<file path="src/rtl/ema_coeff_sequencer_if.sv">
// Sample stream into the sequencer and issue bus out to the EMA datapath.
// The slave modport is the sequencer side; master is the producer/consumer side.
interface ema_coeff_sequencer_if #(
  parameter int DWIDTH = 27,
  parameter int BWIDTH = 18
);
  logic                     s_valid;
  logic                     s_ready;
  logic signed [DWIDTH-1:0] s_data;
  logic                     ema_valid;
  logic signed [DWIDTH-1:0] ema_data;
  logic        [BWIDTH-1:0] ema_coeff;

  modport slave (
    input  s_valid, s_data,
    output s_ready, ema_valid, ema_data, ema_coeff
  );

  modport master (
    output s_valid, s_data,
    input  s_ready, ema_valid, ema_data, ema_coeff
  );
endinterface

</file>
<file path="src/rtl/ema_coeff_sequencer.sv">
// Throttles samples into the EMA and picks the warm-up/attack/hold/release coefficient.
// Optional EMA_SEQ_FREEZE_EN adds a freeze input that issues samples with coefficient 0.
module ema_coeff_sequencer #(
  parameter int DWIDTH     = 27,
  parameter int BWIDTH     = 18,
  parameter int OUTWIDTH   = 48,
  parameter int WARMUP_LEN = 64,
  parameter int HOLD_LEN   = 256,
  parameter int ISSUE_GAP  = 4
) (
  input  logic                clk,
  input  logic                rst_n,
  input  logic                enable,
  input  logic                restart,
`ifdef EMA_SEQ_FREEZE_EN
  input  logic                freeze,
`endif
  input  logic [BWIDTH-1:0]   coef_warm,
  input  logic [BWIDTH-1:0]   coef_attack,
  input  logic [BWIDTH-1:0]   coef_release,
  input  logic [OUTWIDTH-1:0] ema_level,
  ema_coeff_sequencer_if.slave sif,
  output logic [1:0]          state
);

  localparam int WCW = $clog2(WARMUP_LEN + 1);
  localparam int HCW = $clog2(HOLD_LEN + 1);
  localparam int GCW = (ISSUE_GAP > 2) ? $clog2(ISSUE_GAP) : 1;

  typedef enum logic [1:0] {
    S_IDLE   = 2'd0,
    S_WARMUP = 2'd1,
    S_TRACK  = 2'd2,
    S_HOLD   = 2'd3
  } state_t;

  state_t                   state_q, state_d;
  logic [WCW-1:0]           warm_cnt, warm_d;
  logic [HCW-1:0]           hold_cnt, hold_d;
  logic [GCW-1:0]           gap_cnt;
  logic [BWIDTH-1:0]        coef_d;
  logic                     vld_p1;
  logic signed [DWIDTH-1:0] data_p1;
  logic [BWIDTH-1:0]        coef_p1;
  logic signed [DWIDTH-1:0] lvl_lo;
  logic                     accept, attack, frz;
  logic                     unused_level_msbs;

  function automatic logic [WCW-1:0] warm_inc(input logic [WCW-1:0] c);
    return (c >= WCW'(WARMUP_LEN)) ? c : c + 1'b1;
  endfunction

  function automatic logic [HCW-1:0] hold_dec(input logic [HCW-1:0] c);
    return (c == '0) ? c : c - 1'b1;
  endfunction

`ifdef EMA_SEQ_FREEZE_EN
  assign frz = freeze;
`else
  assign frz = 1'b0;
`endif

  // Only the low DWIDTH bits of the EMA output share the sample's scale.
  assign lvl_lo            = ema_level[DWIDTH-1:0];
  assign unused_level_msbs = ^ema_level[OUTWIDTH-1:DWIDTH];
  assign attack            = sif.s_data > lvl_lo;

  assign sif.s_ready = enable && (state_q != S_IDLE) && (gap_cnt == '0);
  assign accept      = sif.s_valid && sif.s_ready;

  always_comb begin
    state_d = state_q;
    warm_d  = warm_cnt;
    hold_d  = hold_cnt;
    coef_d  = coef_p1;
    if (state_q == S_IDLE) begin
      if (enable) begin
        state_d = S_WARMUP;
        warm_d  = '0;
        hold_d  = '0;
      end
    end else if (!enable) begin
      if (gap_cnt == '0) state_d = S_IDLE;
    end else begin
      if (restart) begin
        state_d = S_WARMUP;
        warm_d  = '0;
        hold_d  = '0;
      end
      if (accept) begin
        // A restart turns the coincident sample into the first warm-up sample.
        if (restart || (state_q == S_WARMUP && !frz)) begin
          warm_d  = warm_inc(restart ? '0 : warm_cnt);
          coef_d  = coef_warm;
          state_d = (warm_d >= WCW'(WARMUP_LEN)) ? S_TRACK : S_WARMUP;
        end else if (frz) begin
          coef_d = '0;
        end else if (attack) begin
          coef_d  = coef_attack;
          hold_d  = HCW'(HOLD_LEN);
          state_d = S_HOLD;
        end else if (state_q == S_TRACK) begin
          coef_d = coef_release;
        end else begin
          coef_d = '0;
          hold_d = hold_dec(hold_cnt);
          if (hold_d == '0) state_d = S_TRACK;
        end
      end
    end
  end

  always_ff @(posedge clk or negedge rst_n) begin
    if (!rst_n) begin
      state_q  <= S_IDLE;
      warm_cnt <= '0;
      hold_cnt <= '0;
      gap_cnt  <= '0;
    end else begin
      state_q  <= state_d;
      warm_cnt <= warm_d;
      hold_cnt <= hold_d;
      if (accept)               gap_cnt <= GCW'(ISSUE_GAP - 1);
      else if (gap_cnt != '0)   gap_cnt <= gap_cnt - 1'b1;
    end
  end

  // Issue stage: sample and its coefficient land together, one cycle after accept.
  always_ff @(posedge clk or negedge rst_n) begin
    if (!rst_n) begin
      vld_p1  <= 1'b0;
      data_p1 <= '0;
      coef_p1 <= '0;
    end else begin
      vld_p1 <= accept;
      if (accept) begin
        data_p1 <= sif.s_data;
        coef_p1 <= coef_d;
      end
    end
  end

  assign sif.ema_valid = vld_p1;
  assign sif.ema_data  = data_p1;
  assign sif.ema_coeff = coef_p1;
  assign state         = state_q;

endmodule
</file>
<file path="src/flat_wrapper.sv">
// flat-port wrapper written by rule: the top's interface ports become plain ports
module ema_coeff_sequencer_flat 
#(
  parameter int DWIDTH     = 27,
  parameter int BWIDTH     = 18,
  parameter int OUTWIDTH   = 48,
  parameter int WARMUP_LEN = 64,
  parameter int HOLD_LEN   = 256,
  parameter int ISSUE_GAP  = 4
)
  (clk, rst_n, enable, restart, coef_warm, coef_attack, coef_release, ema_level, state, sif_s_valid, sif_s_data, sif_s_ready, sif_ema_valid, sif_ema_data, sif_ema_coeff);
  ema_coeff_sequencer_if #(.DWIDTH(DWIDTH), .BWIDTH(BWIDTH)) sif_i ();
  input  logic clk;
  input  logic rst_n;
  input  logic enable;
  input  logic restart;
  input  logic [BWIDTH-1:0] coef_warm;
  input  logic [BWIDTH-1:0] coef_attack;
  input  logic [BWIDTH-1:0] coef_release;
  input  logic [OUTWIDTH-1:0] ema_level;
  output logic [1:0] state;
  input wire logic [$bits(sif_i.s_valid)-1:0] sif_s_valid;
  input wire logic [$bits(sif_i.s_data)-1:0] sif_s_data;
  output wire logic [$bits(sif_i.s_ready)-1:0] sif_s_ready;
  output wire logic [$bits(sif_i.ema_valid)-1:0] sif_ema_valid;
  output wire logic [$bits(sif_i.ema_data)-1:0] sif_ema_data;
  output wire logic [$bits(sif_i.ema_coeff)-1:0] sif_ema_coeff;
  assign sif_i.s_valid = sif_s_valid;
  assign sif_i.s_data = sif_s_data;
  assign sif_s_ready = sif_i.s_ready;
  assign sif_ema_valid = sif_i.ema_valid;
  assign sif_ema_data = sif_i.ema_data;
  assign sif_ema_coeff = sif_i.ema_coeff;
  ema_coeff_sequencer #(.DWIDTH(DWIDTH), .BWIDTH(BWIDTH), .OUTWIDTH(OUTWIDTH), .WARMUP_LEN(WARMUP_LEN), .HOLD_LEN(HOLD_LEN), .ISSUE_GAP(ISSUE_GAP)) u_core (.clk(clk), .rst_n(rst_n), .enable(enable), .restart(restart), .coef_warm(coef_warm), .coef_attack(coef_attack), .coef_release(coef_release), .ema_level(ema_level), .sif(sif_i), .state(state));
endmodule
</file>
<file path="config.mk">
export PLATFORM = sky130hd
export DESIGN_NAME = ema_coeff_sequencer_flat
export DESIGN_NICKNAME = d
export VERILOG_FILES = /design/src/rtl/ema_coeff_sequencer_if.sv /design/src/rtl/ema_coeff_sequencer.sv /design/src/flat_wrapper.sv
export SDC_FILE = /design/constraint.sdc
export NUM_CORES = 1
export LEC_CHECK = 0
export ABC_AREA = 1
export CAP_MARGIN = 5
export CORE_AREA = 2 2 103 105
export DETAILED_ROUTE_END_ITERATION = 12
export DIE_AREA = 0 0 105 107
export PLACE_DENSITY = 0.81
export SLEW_MARGIN = 30
export SYNTH_ARGS = -nofsm -noshare
export SYNTH_HDL_FRONTEND = slang
export SYNTH_SLANG_ARGS = --single-unit
</file>
<file path="constraint.sdc">
create_clock -name clk -period 2.3 [get_ports clk]
set_clock_uncertainty 0.1 [all_clocks]
set_input_delay 0.345 -clock clk [delete_from_list [all_inputs] [get_ports clk]]
set_output_delay 0.345 -clock clk [all_outputs]
set_load 0.02 [all_outputs]
</file>
==> flow_summary.json <==
{
  "finalMaxSlewViolations": 0,
  "worstSetupPathType": "input pin to flip-flop",
  "synthFlopType": "dfrtp_1",
  "syn_area_per_cell_um2": 7.098,
  "grt_pass1_wl_um": 21380,
  "fin_crit_ns": 2.261,
  "rsz0062_at_grt": "yes",
  "ys_ff_latch": 66,
  "drive_gt1_frac": 0.1774,
  "r2r-start": "u_core.hold_cnt[1]$_DFFE_PN0P_",
  "comb_power_share": 0.521,
  "grt_start_max_net_pins": 44,
  "placed_area_um2": 6336,
  "clock_latency_ns": 0.35,
  "fp-row-count": 37,
  "grt_overflow": 0,
  "critPathRequiredTime_ns": 2.42,
  "start_util": 0.4304,
  "yosysTopAreaCellShare": 0.3802,
  "p_int_mw": 3.328,
  "numPortBuffers": 161,
  "maxSlewHeadroom": 0.5896,
  "p_leak_nw": 3.775,
  "ys_seq_area_frac": 0.3802,
  "first_pass_iters": 5,
  "cap_violations": 0,
  "hp-class": "input pin to flip-flop",
  "finalCritPeriodShare": 0.9829,
  "cp-start-kind": "input pin",
  "tns_ns": 0,
  "die-area_um2": 11240,
  "die_w_um": 105,
  "synth-edff-count": 0,
  "cts_buffers": 9,
  "p_sw_frac": 0.3956,
  "final_cell_area_um2": 7157,
  "num_vias": 5101,
  "fmax_ghz": 0.4423,
  "cts_root_buffer": "clkbuf_8",
  "routed_wl_um": 16150,
  "ant_nets": 0,
  "peakVddDrop_uv": 646.3,
  "cts_sinks": 66,
  "hp-start": "sif_s_data[2]",
  "clockBufferDepth": 2,
  "synth_top_cells_by_area": "dfrtp_1, nand2_1, ha_1, inv_1, o21ai_1",
  "outcome": "finished, final reports clean",
  "antennaDiodeCount": 0,
  "synthesis.nets": 777,
  "grt_pass1_vias": 4672,
  "crit_path_end_kind": "flip-flop",
  "ios": 183,
  "netlist-cell-type-count": 33,
  "wire_per_inst_um": 17.14,
  "cp-startpoint": "ema_level[1]",
  "totalPowerFinal_mw": 5.506,
  "async_flop_share": 1.000,
  "dp_hpwl_um": 10320,
  "drc_errors": 0,
  "worst-slew-pin-transition_ns": 0.6156,
  "p_clk_frac": 0.148,
  "critPathMaxFanout": 6,
  "vias_per_cell": 5.415,
  "setup_viol": 0,
  "place_congestion": 0.9328,
  "initialDrtViolationCount": 376,
  "nNetsFinal": 969,
  "cts_tree": "yes",
  "syn_inst": 612,
  "fp.dieH_um": 107,
  "core_area_um2": 10090,
  "grtUsageTotal": 0.2370,
  "crit_arrival_ns": 2.38,
  "htreeDepth": 3,
  "antenna_found_initial": 0,
  "yosys_warnings": 0,
  "syn_to_final_growth_pct": 64.75,
  "switchingPower_mw": 2.178,
  "pwr-share-seq": 0.331,
  "yosysTopAreaCell": "dfrtp_1",
  "clkTransAtPathRegs_ns": 0.07,
  "finalHoldViolations": 0,
  "p_per_area_nw_per_um2": 769.3,
  "synth_area_um2": 4344
}
kinds of logic (layout without fill, tap and decap cells):
logic type / count (synthesis) / in the layout / share of synthesized area
AND/OR/NAND/NOR: 306 / 307 / 0.2843
AO/OA/AOI/OAI: 108 / 108 / 0.1426
buffers and inverters: 94 / 287 / 0.08957
flip-flops: 66 / 66 / 0.3802
adder cells (fa/ha/maj): 31 / 31 / 0.08929
XOR/XNOR: 7 / 7 / 0.01411
routing by layer:
metal  vias up  GRT usage  routed length [µm]
met5         -          0                   0
met4         0    0.08571                 526
met3        53    0.07052                1368
met2       285     0.4133                7947
met1      2418     0.2765                6304
li1       2345          -                   -
cell usage in the layout (no fill, tap or decap), drive strengths merged:
master	n
nand2	226
clkdlybuf4s50	110
inv	71
dfrtp	66
o21ai	62
nor2	54
dlymetal6s2s	50
buf	38
ha	31
a22oi	18
nand3	18
a21oi	15
clkbuf	13
xor2	5
o22ai	5
nand4	5
a21o	3
clkinv	3
nor3	2
xnor2	2
o211ai	2
and3	1
a22o	1
and2	1
a31o	1
a211oi	1
clkinvlp	1
dlygate4sd3	1
worst max-delay path: stages:
cell,delay [ns]
clkdlybuf4s50_1,0.47
inv_1,0.05
ha_1,0.28
nand2_2,0.06
o21ai_2,0.16
nand2_2,0.10
nand3_2,0.08
nand2_2,0.08
nand3_4,0.12
nand3_4,0.19
clkbuf_16,0.23
o21ai_2,0.12
o21ai_1,0.09
power by group through the flow:
| stage | Clock [mW] | Sequential, mW | Combinational [mW] |
|---|---|---|---|
| final | 0.812 | 1.82 | 2.87 |
| after global routing | 0.869 | 1.86 | 3.07 |
| after CTS | 0.820 | 1.81 | 2.61 |
| after detailed placement | 0 | 1.82 | 2.61 |
| after global placement | 0 | 1.81 | 2.53 |
| after floorplan | 0 | 2.28 | 0.800 |
path summary, 6_finish.rpt:
check / to / depth (start not counted) / slack (ns)
setup / recovery: u_core.sif.ema_coeff[15]$_DFFE_PN0P_ / 13 / 0.04
hold / removal: u_core.sif.ema_data[2]$_DFFE_PN0P_ / 3 / 0.21
setup reg to reg: u_core.state[0]$_DFFE_PN0P_ / 15 / 0.17
hold reg to reg: u_core.sif.ema_data[1]$_DFFE_PN0P_ / 2 / 0.37
max in group asynchronous: u_core.sif.ema_data[22]$_DFFE_PN0P_ / 3 / 1.09
min in group asynchronous: u_core.warm_cnt[5]$_DFFE_PN0P_ / 2 / 0.45
synthesized netlist by cell type, types with 2 or more instances:
cell type,instances
a21o_1,3
a21oi_1,15
a22oi_1,18
buf_1,2
buf_2,8
buf_6,3
clkbuf_1,9
dfrtp_1,66
ha_1,31
inv_1,68
inv_2,3
nand2_1,225
nand3_1,16
nand4_1,5
nor2_1,48
nor2_2,4
nor2_4,2
nor3_1,2
o21ai_0,24
o21ai_1,38
o22ai_1,5
xnor2_1,2
xor2_1,5
repair_timing:
item,in CTS,in global routing
setup buffers,0,0
endpoints found under the setup margin,3,29
hold buffers,1,0
endpoints found under the hold margin,22,0
pin swaps,0,31
gates resized for setup,1,136
gates cloned,0,7
cell type report:
class / instances / area [µm²]
sequential: 66 / 1652
clock buffer: 9 / 123.9
clock inverter: 4 / 22.52
fill: 710 / 2935
multi-input combinational: 453 / 2716
timing repair buffer: 203 / 2206
inverter: 71 / 266.5
tap: 136 / 170.2
per-stage QoR:
stage / util / hold WS [ns] / worst slack [ns] / cells
2_1_floorplan: - / -0.05059 / 0.3463 / 612
3_3_place_gp: 0.6278 / 0.2810 / -0.3057 / 921
3_5_place_dp: 0.6278 / 0.2877 / -0.3684 / 921
4_1_cts: 0.6436 / 0.3792 / 0.01800 / 935
5_1_grt: 0.7092 / 0.2276 / -0.04134 / 942
6_report: 0.7092 / 0.2079 / 0.03923 / 942
sequential cells by signal (all words and copies together) (netlist names):
register	cells
u_core.gap_cnt	2
u_core.sif.ema_valid	1
u_core.sif.ema_coeff	18
u_core.hold_cnt	9
u_core.sif.ema_data	27
u_core.state	2
u_core.warm_cnt	7
No activity file was read; power rests on OpenSTA's default activity.
